**src/rtl/psg_register_file.sv**
```systemverilog
// -----------------------------------------------------------------------------
// psg_register_file
//
// Bus-side front end of the PSG sound block. Decodes the AY-style BDIR/BC1
// bus, holds the sixteen PSG registers R0..R15 and fans their fields out to
// the tone, noise and envelope generators and the mixer. It also produces the
// shared prescale strobe that clocks the tone and noise counters.
//
// Parameters
//   ADDR_HI  upper-nibble chip address; a latched address selects this chip
//            only when da[7:4] matches it
//   DIV      clk_en pulses per clk_div16_en pulse (legal range 2..256)
//
// Ports
//   clk, reset      system clock, asynchronous active-high reset
//   clk_en          PSG master-clock enable, one clk wide
//   bdir, bc1, da   bus: {bdir,bc1} = 00 idle, 01 read, 10 write, 11 latch
//   dout, dout_oe   registered read data and its valid / drive enable
//   clk_div16_en    one-clk strobe every DIV clk_en pulses
//   tone_*_freq     10-bit tone periods {R1[1:0],R0}, {R3[1:0],R2}, {R5[1:0],R4}
//   noise_period    R6[4:0]
//   tone_dis        R7[2:0], active-high disable for channels C,B,A
//   noise_dis       R7[5:3], active-high disable for channels C,B,A
//   amp_a/b/c       R8/R9/R10[4:0]; bit 4 selects the envelope amplitude
//   env_period      {R12,R11}
//   env_shape       R13[3:0]
//   env_restart     one-clk pulse after every accepted R13 write
// -----------------------------------------------------------------------------
module psg_register_file #(
  parameter logic [3:0]  ADDR_HI = 4'h0,
  parameter int unsigned DIV     = 16
) (
  input  logic        clk,
  input  logic        reset,
  input  logic        clk_en,
  input  logic        bdir,
  input  logic        bc1,
  input  logic [7:0]  da,
  output logic [7:0]  dout,
  output logic        dout_oe,
  output logic        clk_div16_en,
  output logic [9:0]  tone_a_freq,
  output logic [9:0]  tone_b_freq,
  output logic [9:0]  tone_c_freq,
  output logic [4:0]  noise_period,
  output logic [2:0]  tone_dis,
  output logic [2:0]  noise_dis,
  output logic [4:0]  amp_a,
  output logic [4:0]  amp_b,
  output logic [4:0]  amp_c,
  output logic [15:0] env_period,
  output logic [3:0]  env_shape,
  output logic        env_restart
);

  // ---------------------------------------------------------------------------
  // Bus mode decode
  // ---------------------------------------------------------------------------
  typedef enum logic [1:0] {
    MODE_IDLE  = 2'b00,
    MODE_READ  = 2'b01,
    MODE_WRITE = 2'b10,
    MODE_LATCH = 2'b11
  } bus_mode_e;

  // Register indices that carry special behaviour.
  localparam logic [3:0] REG_ENV_SHAPE = 4'd13;

  // Prescaler terminal count; DIV=256 maps to 8'hFF.
  localparam logic [7:0] CNT_MAX = 8'(DIV - 1);

  bus_mode_e   mode;
  bus_mode_e   prev_mode;
  logic [3:0]  addr;
  logic        sel;
  logic [7:0]  regs [16];
  logic [7:0]  cnt;

  logic        write_fire;
  logic [7:0]  write_data;

  assign mode = bus_mode_e'({bdir, bc1});

  // Bits kept by each register; everything outside the mask is stored as 0,
  // so read-back returns zeros there without any further masking.
  function automatic logic [7:0] store_mask(input logic [3:0] idx);
    case (idx)
      4'd1, 4'd3, 4'd5, 4'd13: return 8'h0F;
      4'd6, 4'd8, 4'd9, 4'd10: return 8'h1F;
      default:                 return 8'hFF;
    endcase
  endfunction

  // ---------------------------------------------------------------------------
  // Write decode
  //
  // A write phase is recognised on its leading clk only: the current mode is
  // WRITE and the previously sampled mode was not. Holding the bus in WRITE
  // therefore performs exactly one store, and any other mode re-arms it.
  // ---------------------------------------------------------------------------
  // NOTE: every signal assigned in always_comb gets a default first, so no
  // path leaves it unassigned and no latch is inferred.
  always_comb begin
    write_fire = 1'b0;
    write_data = 8'h00;
    if ((mode == MODE_WRITE) && (prev_mode != MODE_WRITE) && sel) begin
      write_fire = 1'b1;
      write_data = da & store_mask(addr);
    end
  end

  // ---------------------------------------------------------------------------
  // Bus state: previous mode and latched address / chip select
  // ---------------------------------------------------------------------------
  // NOTE: sequential state uses non-blocking assignments so every flop samples
  // the pre-edge values of the others, independent of statement order.
  always_ff @(posedge clk or posedge reset) begin
    if (reset) begin
      prev_mode <= MODE_IDLE;
      addr      <= 4'h0;
      sel       <= 1'b0;
    end else begin
      prev_mode <= mode;
      if (mode == MODE_LATCH) begin
        addr <= da[3:0];
        sel  <= (da[7:4] == ADDR_HI);
      end
    end
  end

  // ---------------------------------------------------------------------------
  // Register array
  //
  // Resetting to zero leaves R7 = 0, i.e. every tone and noise channel enabled
  // and all amplitudes silent, which is the state downstream stages expect.
  // ---------------------------------------------------------------------------
  // NOTE: the array is small and its reset value is architecturally visible,
  // so it is built from resettable flops rather than left to a RAM.
  always_ff @(posedge clk or posedge reset) begin
    if (reset) begin
      for (int i = 0; i < 16; i++) begin
        regs[i] <= 8'h00;
      end
    end else if (write_fire) begin
      regs[addr] <= write_data;
    end
  end

  // ---------------------------------------------------------------------------
  // Read port: one clk latency; dout holds its last value between reads so a
  // downstream bus holder sees stable data once dout_oe drops.
  // ---------------------------------------------------------------------------
  always_ff @(posedge clk or posedge reset) begin
    if (reset) begin
      dout    <= 8'h00;
      dout_oe <= 1'b0;
    end else if ((mode == MODE_READ) && sel) begin
      dout    <= regs[addr];
      dout_oe <= 1'b1;
    end else begin
      dout_oe <= 1'b0;
    end
  end

  // ---------------------------------------------------------------------------
  // Envelope restart: pulses on every accepted R13 write, even when the value
  // is unchanged, so software can retrigger the envelope by rewriting R13.
  // ---------------------------------------------------------------------------
  always_ff @(posedge clk or posedge reset) begin
    if (reset) begin
      env_restart <= 1'b0;
    end else begin
      env_restart <= write_fire && (addr == REG_ENV_SHAPE);
    end
  end

  // ---------------------------------------------------------------------------
  // Prescaler: counts clk_en pulses modulo DIV. The strobe is registered and
  // is raised for the clk following the clk_en at the terminal count; it drops
  // on the next clk because clk_en is itself only one clk wide.
  // ---------------------------------------------------------------------------
  always_ff @(posedge clk or posedge reset) begin
    if (reset) begin
      cnt          <= 8'h00;
      clk_div16_en <= 1'b0;
    end else begin
      clk_div16_en <= clk_en && (cnt == CNT_MAX);
      if (clk_en) begin
        cnt <= (cnt == CNT_MAX) ? 8'h00 : cnt + 8'h01;
      end
    end
  end

  // ---------------------------------------------------------------------------
  // Field fan-out. R1/R3/R5[3:2] are stored for read-back only: the tone path
  // is 10 bits wide. R14/R15 have no outputs beyond the read port.
  // ---------------------------------------------------------------------------
  assign tone_a_freq  = {regs[1][1:0], regs[0]};
  assign tone_b_freq  = {regs[3][1:0], regs[2]};
  assign tone_c_freq  = {regs[5][1:0], regs[4]};
  assign noise_period = regs[6][4:0];
  assign tone_dis     = regs[7][2:0];
  assign noise_dis    = regs[7][5:3];
  assign amp_a        = regs[8][4:0];
  assign amp_b        = regs[9][4:0];
  assign amp_c        = regs[10][4:0];
  assign env_period   = {regs[12], regs[11]};
  assign env_shape    = regs[13][3:0];

endmodule

```
**config.mk**
```make
export PLATFORM = sky130hd
export DESIGN_NAME = psg_register_file
export DESIGN_NICKNAME = d
export VERILOG_FILES = /design/src/rtl/psg_register_file.sv
export SDC_FILE = /design/constraint.sdc
export NUM_CORES = 1
export LEC_CHECK = 0
export ABC_AREA = 1
export BUFFER_PORTS_ARGS = -buffer_cell sky130_fd_sc_hd__buf_2
export CORE_MARGIN = 5
export CORE_UTILIZATION = 30
export CTS_CLUSTER_SIZE = 14
export DETAILED_ROUTE_END_ITERATION = 6
export GPL_TIMING_DRIVEN = 0
export REMOVE_ABC_BUFFERS = 1
export SETUP_SLACK_MARGIN = 0.5
export SYNTH_ARGS = -nofsm -noshare
export SYNTH_HDL_FRONTEND = slang
export SYNTH_SLANG_ARGS = --single-unit
```
**constraint.sdc**
```tcl
create_clock -name clk -period 5.2 [get_ports clk]
set_input_delay 0.26 -clock clk [delete_from_list [all_inputs] [get_ports clk]]
set_output_delay 0.26 -clock clk [all_outputs]
set_load 0.02 [all_outputs]
```
## Word level (Yosys, flattened, before mapping)

Memories as Yosys holds them, arrays and structs flattened.
Index checks and enable logic that the tools add are counted.

| word-level totals | value |
|---|---|
| logic and storage cells | 54 |
| memory bits (read-only) | 64 |
| memories | 1 |
| register bits | 154 |
| input port bits | 13 |
| bits in writable memories | 0 |
| output and inout bits | 87 |
| bits in latches | 0 |

Memories:

| name | words | bits a word | rd ports | clocked after memory_dff | write ports | RTL line | text |
|---|---|---|---|---|---|---|---|
| (no name shown) | 16 | 4 | 1 | 0 | 0 | 87 | `case (idx)` |

| cells by class | value |
|---|---|
| div/mod/pow operators | 0 |
| $add $sub $neg | 1 |
| equality and inequality tests | 6 |
| magnitude comparators | 2 |
| multiplexer cells | 11 |
| multipliers | 0 |
| bitwise logic cells | 2 |
| reductions and logical operators | 7 |
| shifts and indexed selects | 0 |

Operators by type and width:

| operator | number |
|---|---|
| 128-bit bitwise mux | 1 |
| 8-bit two-way mux | 6 |
| 8-bit binary-select mux with 4-bit select | 1 |
| 8-bit demux with 4-bit select | 1 |
| 8-bit by 1-bit adder with 8-bit output, second input constant | 1 |
| 8-bit bitwise AND | 1 |
| 8-bit by 4-bit equality test with 1-bit output, second input constant | 1 |
| 1-bit logical AND | 6 |
| 5-bit >= comparator, second input constant | 1 |
| 5-bit by 1-bit less-than comparator with 1-bit output, second input constant | 1 |
| 4-bit inverter with 5-bit output | 1 |
| 2-bit equality test, second input constant | 2 |
| 4-bit equality test, second input constant | 1 |
| 4-bit logical NOT | 1 |
| 2-bit by 1-bit equality test with 1-bit output, second input constant | 1 |
| 1-bit two-way mux | 2 |
| 2-bit inequality test, second input constant | 1 |

## Depth between registers and ports, before layout

Gate-level depths: netlist of the first run.

| logic depth | value |
|---|---|
| depth after elaboration | 7 |
| gate-level depth with buffers | 10 |
| mapped depth without buffers | 8 |

## Worst setup path after synthesis of the first run

No wires, ideal clock.

| path | value |
|---|---|
| kind | reg2reg |
| start | reg addr[0] |
| end | reg regs[53] (netlist name) |
| path slack | 3.302 ns |
| stages on the path, launching flop included | 11 |
| buffers on the path | 3 |
| data required time | 5.117 ns |
| arrival time | 1.815 ns |
| period minus slack after synthesis | 1.898 ns |
| setup time | 0.083 ns |
| cell sequence | dfrtp_1 > inv_1 > buf_2 > buf_2 > ha_1 > o21ai_0 > nand2_1 > o21ai_2 > nand2_1 > clkbuf_2 > o21ai_0 |

| between the ends | value |
|---|---|
| longest elaborated chain between the ends | 6 |
| elaborated cells on any way between the ends | 11 |
| those cells by class | order compare (2); mux (5); bitwise (2); reduce/logical (1); memory (1) |

Ends and longest elaborated chain:

| what | RTL line | text |
|---|---|---|
| start, declared | 74 | `logic [3:0] addr;` |
| start signal, assigned | 125 | `addr <= da[3:0];` |
| 4-bit inverter with 5-bit output (not written as such) | 145 | `regs[addr] <= write_data;` |
| 5-bit >= comparator (not written as such) / 5-bit by 1-bit less-than comparator with 1-bit output (equally long branches) | 145 |  |
| 1-bit logical AND (not written as such) | 145 |  |
| 8-bit two-way mux (not written as such) | 145 |  |
| 8-bit demux with 4-bit select | 145 |  |
| 128-bit bitwise mux * | 145 |  |
| end signal, assigned by index | 145 |  |
| end, declared | 76 | `logic [7:0] regs [16];` |

Mark *: on every way between the ends. The rest lies on a longest branch, timed or not. The select of a mux whose other input is x is not followed.
A chain may end at the register's enable or synchronous reset.

## Worst setup path after layout of the first run

| path | value |
|---|---|
| start | reg addr[0] |
| end | reg regs[71] (netlist name) |

Same word-level chain as after synthesis.

==> results.yml, run 1 <==
yosys:
  synth_area_leaders: "dfrtp_1 50%, nand2_1 16%, o21ai_0 9.6%, buf_4 7.6%, inv_1 4.6%"
  ys_seq_area_frac: 0.497
  synth-warning-count: 0
  synth_cells: 1002
  synth_area_um2: 7750
  synth_top_area_frac: 0.497
  yosys.area.top_type: "dfrtp_1"
  ys_types: 22
  synth.avg_cell_area_um2: 7.74
  ys_ff_latch: 154
finish:
  syn_to_final_growth_pct: 10.5
  instances_no_fill: 1343
  antenna-diode-count: 0
  nets: 1019
  final_layout_size_suffix_gt1_frac: 0.138
cts:
  cts_buffers: 17
  cts_tree: "done"
  worstSkewPairLatency_ns: 0.43
  post_cts_buffers: 0
  clk_pin_slew_worst_paths_ns: 0.07
  clock-sinks: 154
  htreeDepth: 4
  clk_path_buf_depth: 2
  cts-root-buf: "clkbuf_16"
die:
  die_width_um: 171
  core_um2: 25300
  die_h_um: 171
  rows: 58
  initial_core_util: 0.306
  ioPinCount: 100
  die_area_um2: 29200
critical_path:
  startpoint_type: "register"
  required_ns: 5.53
  arrival_ns: 3.61
  cp_max_fo: 77
  cp-end-kind: "register"
  critPathKind: "register to register"
pwr:
  p_leak_nw: 4.22
  vdd_drop_max_uv: 224
  powerDensity_nw_per_um2: 363
route:
  wl_per_cell_um: 15.9
  firstDrtPassIters: 5
  drt_iter0_drc: 489
  vias: 6064
  ant_nets: 0
  routed_wl_mm: 21.3
  drc: 0
  vias_per_cell: 4.52
placed_design:
  port_buffers: 99
  dp.cells: 1308
  gp_congestion: 0.786
  place_hpwl_mm: 14.0
  pre_cts_slack_ns: 1.89
timing:
  setup_ws_ns: 1.91
  relSlewSlack: 0.122
  final_max_slew_viol_count: 0
  hold_viol_final: 0
  finalSetupViolCount: 0
  fmax_mhz: 304
  tightest_slew_ns: 1.31
  rsz0062_at_grt: "false"
  finalCriticalPeriod_ns: 3.29
  post-route-period-util: 0.632
  clock_skew_ns: 0.0106
flow_run:
  maxCapViolCount: 0
global_routing:
  grt_overflow: 0
  grt_util_all_layers: 0.150
  antenna_found_initial: 0
  grt_max_degree: 84
  grt_pass1_wl_mm: 33.9
  grt_pass1_vias: 5842
worst_hold_path:
  hp-class: "input pin to register"
status:
  status: "completed"
-- flip-flops by register name, indices dropped and copies added (netlist names), 4 cells and up --
name	cells
noise_period	5
amp_b	5
tone_c_freq	10
cnt	8
regs	52
env_shape	4
env_period	16
amp_c	5
tone_a_freq	10
dout	8
amp_a	5
addr	4
tone_b_freq	10
-- path summary, 6_finish.rpt --
check | from | end | slack [ns] | cells past startpoint
worst max-delay path | addr[0] | regs[71] | 1.91 | 8
worst min register to register | regs[23] | regs[23] | 0.48 | 2
worst min-delay path | clk_en | cnt[1] | 0.09 | 3
worst max register to register | addr[0] | regs[71] | 1.91 | 8
min in group asynchronous | reset | amp_c[3] | 0.43 | 3
max in group asynchronous | reset | addr[0] | 3.95 | 4
-- what timing repair did --
action                                 CTS  global route
setup endpoints to repair                0             0
endpoints found under the hold margin   73             0
gates resized for setup                  0             0
hold buffers                             3             0
-- synth_stat cells, drive strengths merged --
cell and instances:
a31oi 1, o211ai 1, ha 6, buf 111, nand3 68, nor3b 2
clkbuf 15, xor2 4, mux2 1, inv 96, nor3 4, nand2 323
nor2 62, nor4 1, nand4 3, o21ai 150, dfrtp 154
-- power by group --
part	switching, mW	leakage [nW]	internal, mW
combinational	0.325	1.84	0.149
clock	0.513	0.284	0.759
sequential	0.0858	2.10	1.28
total	0.924	4.22	2.18
-- cells by family (layout without fill, tap and decap cells) --
group,Yosys count,count (layout),share of synthesized area
compound gates,152,152,0.0991
xor+xnor,4,4,0.00452
fa+ha+maj,6,6,0.00968
buf+inv,222,233,0.150
flops,154,154,0.497
mux,1,1,0.00145
simple gates,463,463,0.238
-- final cells by class --
type / count / area [µm²]
Multi-Input combinational cell: 626 / 2740
Sequential cell: 154 / 3860
Clock inverter: 13 / 166
Tap cell: 330 / 413
Fill cell: 2703 / 16800
Inverter: 96 / 368
Timing Repair Buffer: 105 / 593
Clock buffer: 19 / 433
-- per-layer routing --
metal / global-route usage / part of all wire / vias up
met5: 0 / 0 / -
met1: 0.199 / 0.46 / 2848
li1: - / - / 3064
met2: 0.245 / 0.47 / 136
met3: 0.0448 / 0.063 / 16
met4: 0.0285 / 0.0083 / 0
-- worst max-delay path: stages (launching register included) --
cell     delay, ns
dfrtp_4       1.01
inv_2         0.50
buf_12        0.31
ha_1          0.29
o21ai_0       0.15
nand2_1       0.08
o21ai_2       0.08
nand2_1       0.40
o21ai_0       0.32
-- layout by cell type (no fill, tap or decap), types with 4 or more instances in the layout --
| master | netlist | routed |
|---|---|---|
| ha_1 | 6 | 6 |
| clkbuf_16 | 0 | 17 |
| buf_2 | 29 | 99 |
| inv_1 | 94 | 92 |
| nor3_1 | 4 | 4 |
| nor2_1 | 62 | 62 |
| nand2_1 | 323 | 323 |
| xor2_1 | 4 | 4 |
| dfrtp_1 | 154 | 152 |
| o21ai_0 | 149 | 149 |
| nand3_1 | 68 | 68 |
-- metrics by stage --
step                setup TNS [ns]  utilization  power (mW)  area, µm²  hold WS (ns)
finish                           0        0.338        3.11       8570        0.0917
global placement           -260.56        0.310        1.85       7860         0.409
floorplan                        0            -        1.67       6950         0.291
global route                     0        0.338        3.26       8570        0.0969
detailed placement               0        0.313        1.86       7940         0.360
CTS                              0        0.338        3.14       8570        0.0782
(Power assumes the default switching activity.)
==> run 2, diff against run 1 <==
==> constraint.sdc (replaced) <==
create_clock -name clk -period 2.6 [get_ports clk]
set_input_delay 0.13 -clock clk [delete_from_list [all_inputs] [get_ports clk]]
set_output_delay 0.13 -clock clk [all_outputs]
set_load 0.02 [all_outputs]
==> run 2 against run 1 <==
Net effect:
- core utilization increased by 1.5 points
- sequential power rose by 97%
- cell count up 1.7%
- flip-flop and latch count did not move
- sequential share of layout area down 1.9 points
- largest power group unchanged
- first-iteration DRC count rose by 20%
- clock power increased by 100%
- combinational power increased to 2.5 times the previous value
- critical path depth fell by 1
- largest cell class unchanged
- cell area up 4.3%
- highest routed layer unchanged
- global-route usage grew 0.43 points
==> results.yml, run 2 (synthesis results as in run 1) <==
placed_design:
  place_hpwl_mm: 14.0
  port_buffers: 99
  gp_congestion: 0.786
die:
  core_um2: 25300
  initial_core_util: 0.306
  die_area_um2: 29200
  die_width_um: 171
  die_h_um: 171
  rows: 58
  ioPinCount: 100
timing:
  final_max_slew_viol_count: 0
  fmax_mhz: 479
  finalCriticalPeriod_ns: 2.09
  fin_hold_ws_ns: 0.113
  hold_viol_final: 0
  post-route-period-util: 0.803
  tightest_slew_ns: 0.836
  rsz0062_at_grt: "true"
  finalSetupViolCount: 0
  relSlewSlack: 0.442
  clock_skew_ns: 0.00648
critical_path:
  reg2reg_from: "addr[0]"
  crit_path_end: "regs[12]"
  cp_max_fo: 16
  required_ns: 2.92
  cp-end-kind: "register"
  reg2reg_depth: 7
  startpoint: "addr[0]"
  r2r_end: "regs[12]"
  regToRegSetupSlack_ns: 0.51
  startpoint_type: "register"
  arrival_ns: 2.41
  critPathKind: "register to register"
global_routing:
  grt_util_all_layers: 0.154
  grt_pass1_wl_mm: 34.7
  grt_max_degree: 84
  antenna_found_initial: 0
  grt_pass1_vias: 5956
  grt_overflow: 0
finish:
  final_common_cell: "nand2_1"
  largest_reg_flops: 52
  fin_util: 0.353
  nets: 1042
  final_layout_size_suffix_gt1_frac: 0.173
  syn_to_final_growth_pct: 15.3
  antenna-diode-count: 0
  fillers: 2664
  most-common-layout-cells: "315 x nand2_1, 152 x dfrtp_1, 131 x o21ai_0"
  regMostFlops: "regs"
route:
  ant_nets: 0
  vias: 6288
  drc: 0
  drt_iter0_drc: 585
  vias_per_cell: 4.60
  wl_per_cell_um: 16.9
  firstDrtPassIters: 7
  routed_wl_mm: 23.1
status:
  status: "completed"
flow_run:
  maxCapViolCount: 0
cts:
  clk_pin_slew_worst_paths_ns: 0.06
  cts_buffers: 17
  clk_path_buf_depth: 2
  cts_tree: "done"
  cts-root-buf: "clkbuf_16"
  htreeDepth: 4
  worstSkewPairLatency_ns: 0.42
  clock-sinks: 154
worst_hold_path:
  hp-class: "input pin to register"
pwr:
  power_mw: 6.42
  powerDensity_nw_per_um2: 719
  p_leak_nw: 4.40
  vdd_drop_max_uv: 465
-- run 2: area by class of cell --
class / instances / area [µm²] / area share
Clock buffer: 19 / 433 / 0.0485
Clock inverter: 13 / 166 / 0.0186
Timing Repair Buffer: 125 / 825 / 0.0923
Tap cell: 330 / 413 / 0.0462
Multi-Input combinational cell: 628 / 2840 / 0.318
Sequential cell: 154 / 3860 / 0.432
Timing Repair inverter: 1 / 8.76 / 0.000980
Inverter: 96 / 393 / 0.0440
-- run 2: worst min path at each step --
stage,cells after the start,end,startpoint
after floorplan,0,prev_mode[0],bc1
after global placement,1,prev_mode[0],bc1
after detailed placement,2,cnt[5],reset
after CTS,3,env_period[14],da[6]
after global routing,3,tone_c_freq[6],da[6]
final,3,regs[118],da[6]
-- run 2: layer usage --
metal | GRT usage | up-vias | part of all wire
li1 | - | 3117 | -
met1 | 0.205 | 2945 | 0.44
met2 | 0.249 | 203 | 0.46
met3 | 0.0476 | 23 | 0.080
met4 | 0.0330 | 0 | 0.013
met5 | 0 | - | 0
-- run 2: repair_timing --
| item | in CTS | in global routing |
|---|---|---|
| gates cloned | 0 | 5 |
| resized for setup | 21 | 31 |
| hold buffers | 4 | 0 |
| setup buffers | 9 | 8 |
| hold endpoints to repair | 75 | 0 |
| pin swaps | 3 | 5 |
| setup endpoints to repair | 137 | 106 |
-- run 2: report_power, final --
group | switching (mW) | internal [mW] | leakage (nW)
clock network | 1.03 | 1.52 | 0.284
registers | 0.123 | 2.55 | 2.10
logic | 0.801 | 0.390 | 2.02
total | 1.96 | 4.46 | 4.40
-- run 2: critical path, stage by stage (launching register included) --
cell,delay (ns)
dfrtp_4,0.50
buf_12,0.15
inv_12,0.08
ha_1,0.14
inv_1,0.04
nor2_1,0.31
nand2_1,0.43
o21ai_0,0.34
-- run 2: through the flow --
step                      setup TNS [ns]  setup WS [ns]  cell area [µm²]  std cells
after floorplan                  -357.87          -1.68             6950        876
after global placement           -944.76          -3.68             7860       1305
after detailed placement          -48.94         -0.708             7940       1308
after CTS                              0          0.490             8740       1353
after global routing                   0          0.426             8930       1366
final                                  0          0.513             8930       1366
==> run 3, diff against run 2 <==
==> constraint.sdc (replaced) <==
create_clock -name clk -period 2.05 [get_ports clk]
set_input_delay 0.1025 -clock clk [delete_from_list [all_inputs] [get_ports clk]]
set_output_delay 0.1025 -clock clk [all_outputs]
set_load 0.02 [all_outputs]
==> run 3 against run 2 <==
Net effect:
- flip-flop and latch count stayed put
- register-to-register slack worse by 0.40 ns
- routed wire length is 21% higher
- via count is 14% higher
- sequential share of layout area is 5.8 points lower
- count of clock-buffer cells in the layout stayed put
- total power is 35% higher
- clock power is 27% higher
- combinational power is 71% higher
- global-route usage is 1.9 points higher
- cell area is 16% higher
- critical endpoint is now regs[85]
- largest cell class unchanged
==> results.yml, run 3 (synthesis results as in run 1) <==
timing:
  post-route-period-util: 0.946
  hold_viol_final: 0
  relSlewSlack: 0.446
  finalCriticalPeriod_ns: 1.94
  fin_tns_setup_ns: 0
  fin_hold_ws_ns: 0.00831
  fmax_mhz: 516
  clock_skew_ns: 0.00903
  finalSetupViolCount: 0
  rsz0062_at_grt: "true"
  final_max_slew_viol_count: 0
  setup_ws_ns: 0.111
  tightest_slew_ns: 0.830
cts:
  cts_tree: "done"
  cts_buffers: 17
  worstSkewPairLatency_ns: 0.43
  htreeDepth: 4
  clock-sinks: 154
  cts-root-buf: "clkbuf_16"
  clk_path_buf_depth: 2
  clk_pin_slew_worst_paths_ns: 0.07
worst_hold_path:
  hp-class: "input pin to register"
  holdPathStages: 2
finish:
  final_common_cell: "nand2_1"
  antenna-diode-count: 0
  syn_to_final_growth_pct: 33.3
  most-common-layout-cells: "275 x nand2_1, 150 x dfrtp_1, 99 x buf_2"
  nets: 1103
  regMostFlops: "regs"
  final_layout_size_suffix_gt1_frac: 0.321
  largest_reg_flops: 52
critical_path:
  required_ns: 2.39
  slowest_delay_ns: 0.49
  crit_top_cell: "buf_12"
  startpoint_type: "register"
  arrival_ns: 2.28
  crit_slowest_cell: "dfrtp_4"
  cp_max_fo: 8
  cp-end-kind: "register"
  path_cells: "buf_12 > inv_12 > buf_16 > ha_4 > o21ai_2 > nand2_2 > o21ai_4 > buf_12 > nand2_8 > o21ai_1"
  critPathKind: "register to register"
  reg2reg_depth: 10
global_routing:
  grt_pass1_wl_mm: 38.5
  antenna_found_initial: 0
  grt_use_met2: 0.277
  grt_max_degree: 84
  grt_pass1_vias: 6439
  top_usage_layer: "met2"
  gr-usage-met1: 0.224
  grt_overflow: 0
  grt.met3_usage: 0.0545
  grt_util_all_layers: 0.173
pwr:
  vdd_drop_max_uv: 655
  power_frac_comb: 0.234
  powerDensity_nw_per_um2: 841
  sw_frac_of_total: 0.324
  clkPwrFrac: 0.374
  power_mw: 8.70
  p_sw_mw: 2.81
  sequentialPowerShare: 0.391
  p_leak_nw: 4.92
  p_int_mw: 5.88
die:
  rows: 58
  ioPinCount: 100
  initial_core_util: 0.306
  core_um2: 25300
  die_area_um2: 29200
  die_width_um: 171
  die_h_um: 171
route:
  routed_wl_mm: 28.0
  drt_iter0_drc: 749
  wl_per_cell_um: 19.6
  ant_nets: 0
  vias: 7148
  vias_per_cell: 5.01
  drc: 0
  firstDrtPassIters: 5
placed_design:
  port_buffers: 99
  place_hpwl_mm: 14.0
  gp_congestion: 0.786
  pre_cts_slack_ns: -1.26
flow_run:
  maxCapViolCount: 0
status:
  status: "completed"
[run 3: worst paths after layout]
path | startpoint | to | slack [ns]
setup / recovery | addr[0] | regs[85] | 0.11
hold / removal | bdir | dout_oe | 0.008
setup reg to reg | addr[0] | regs[85] | 0.11
hold reg to reg | regs[15] | regs[15] | 0.49
max in group asynchronous | reset | addr[0] | 0.95
min in group asynchronous | reset | amp_c[3] | 0.28
[run 3: area by class of cell]
cell class | instances | area, µm²
Fill cell | 2413 | 15000
Sequential cell | 154 | 3860
Multi-Input combinational cell | 642 | 3690
Timing Repair Buffer | 171 | 1340
Clock buffer | 19 | 433
Inverter | 96 | 418
Tap cell | 330 | 413
Clock inverter | 13 | 166
Timing Repair inverter | 2 | 17.5
[run 3: per-layer routing]
metal	vias to the layer above	part of all wire
met2	355	0.46
met4	0	0.039
met5	-	0
met3	85	0.098
met1	3417	0.40
li1	3291	-
[run 3: repair_timing]
action / CTS / global route
gates resized for setup: 155 / 154
endpoints found under the setup margin: 138 / 137
endpoints found under the hold margin: 75 / 0
hold buffers: 4 / 0
buffers inserted: 30 / 31
pin swaps: 27 / 44
gates cloned: 11 / 11
[run 3: critical path: cells and delay by family, from the launching register on]
kind,cells,cell delay (ns)
adder cells (fa/ha/maj),1,0.19
buffers and inverters,4,0.53
AO/OA/AOI/OAI,3,0.42
flip-flops,1,0.49
AND/OR/NAND/NOR,2,0.22
[run 3: power by group through the flow]
| stage | registers [mW] | clock network [mW] | logic [mW] |
|---|---|---|---|
| final | 3.40 | 3.25 | 2.04 |
| after global routing | 3.43 | 3.41 | 2.18 |
| after CTS | 3.39 | 3.29 | 1.70 |
| after detailed placement | 3.51 | 0 | 1.22 |
| after global placement | 3.53 | 0 | 1.17 |
| after floorplan | 3.60 | 0 | 0.639 |
[run 3: stage by stage]
stage | instance area (µm²) | utilization | std cells
after floorplan | 6950 | - | 876
after global placement | 7860 | 0.310 | 1305
after CTS | 9440 | 0.373 | 1385
final | 10300 | 0.408 | 1427
after detailed placement | 7940 | 0.313 | 1308
after global routing | 10300 | 0.408 | 1427
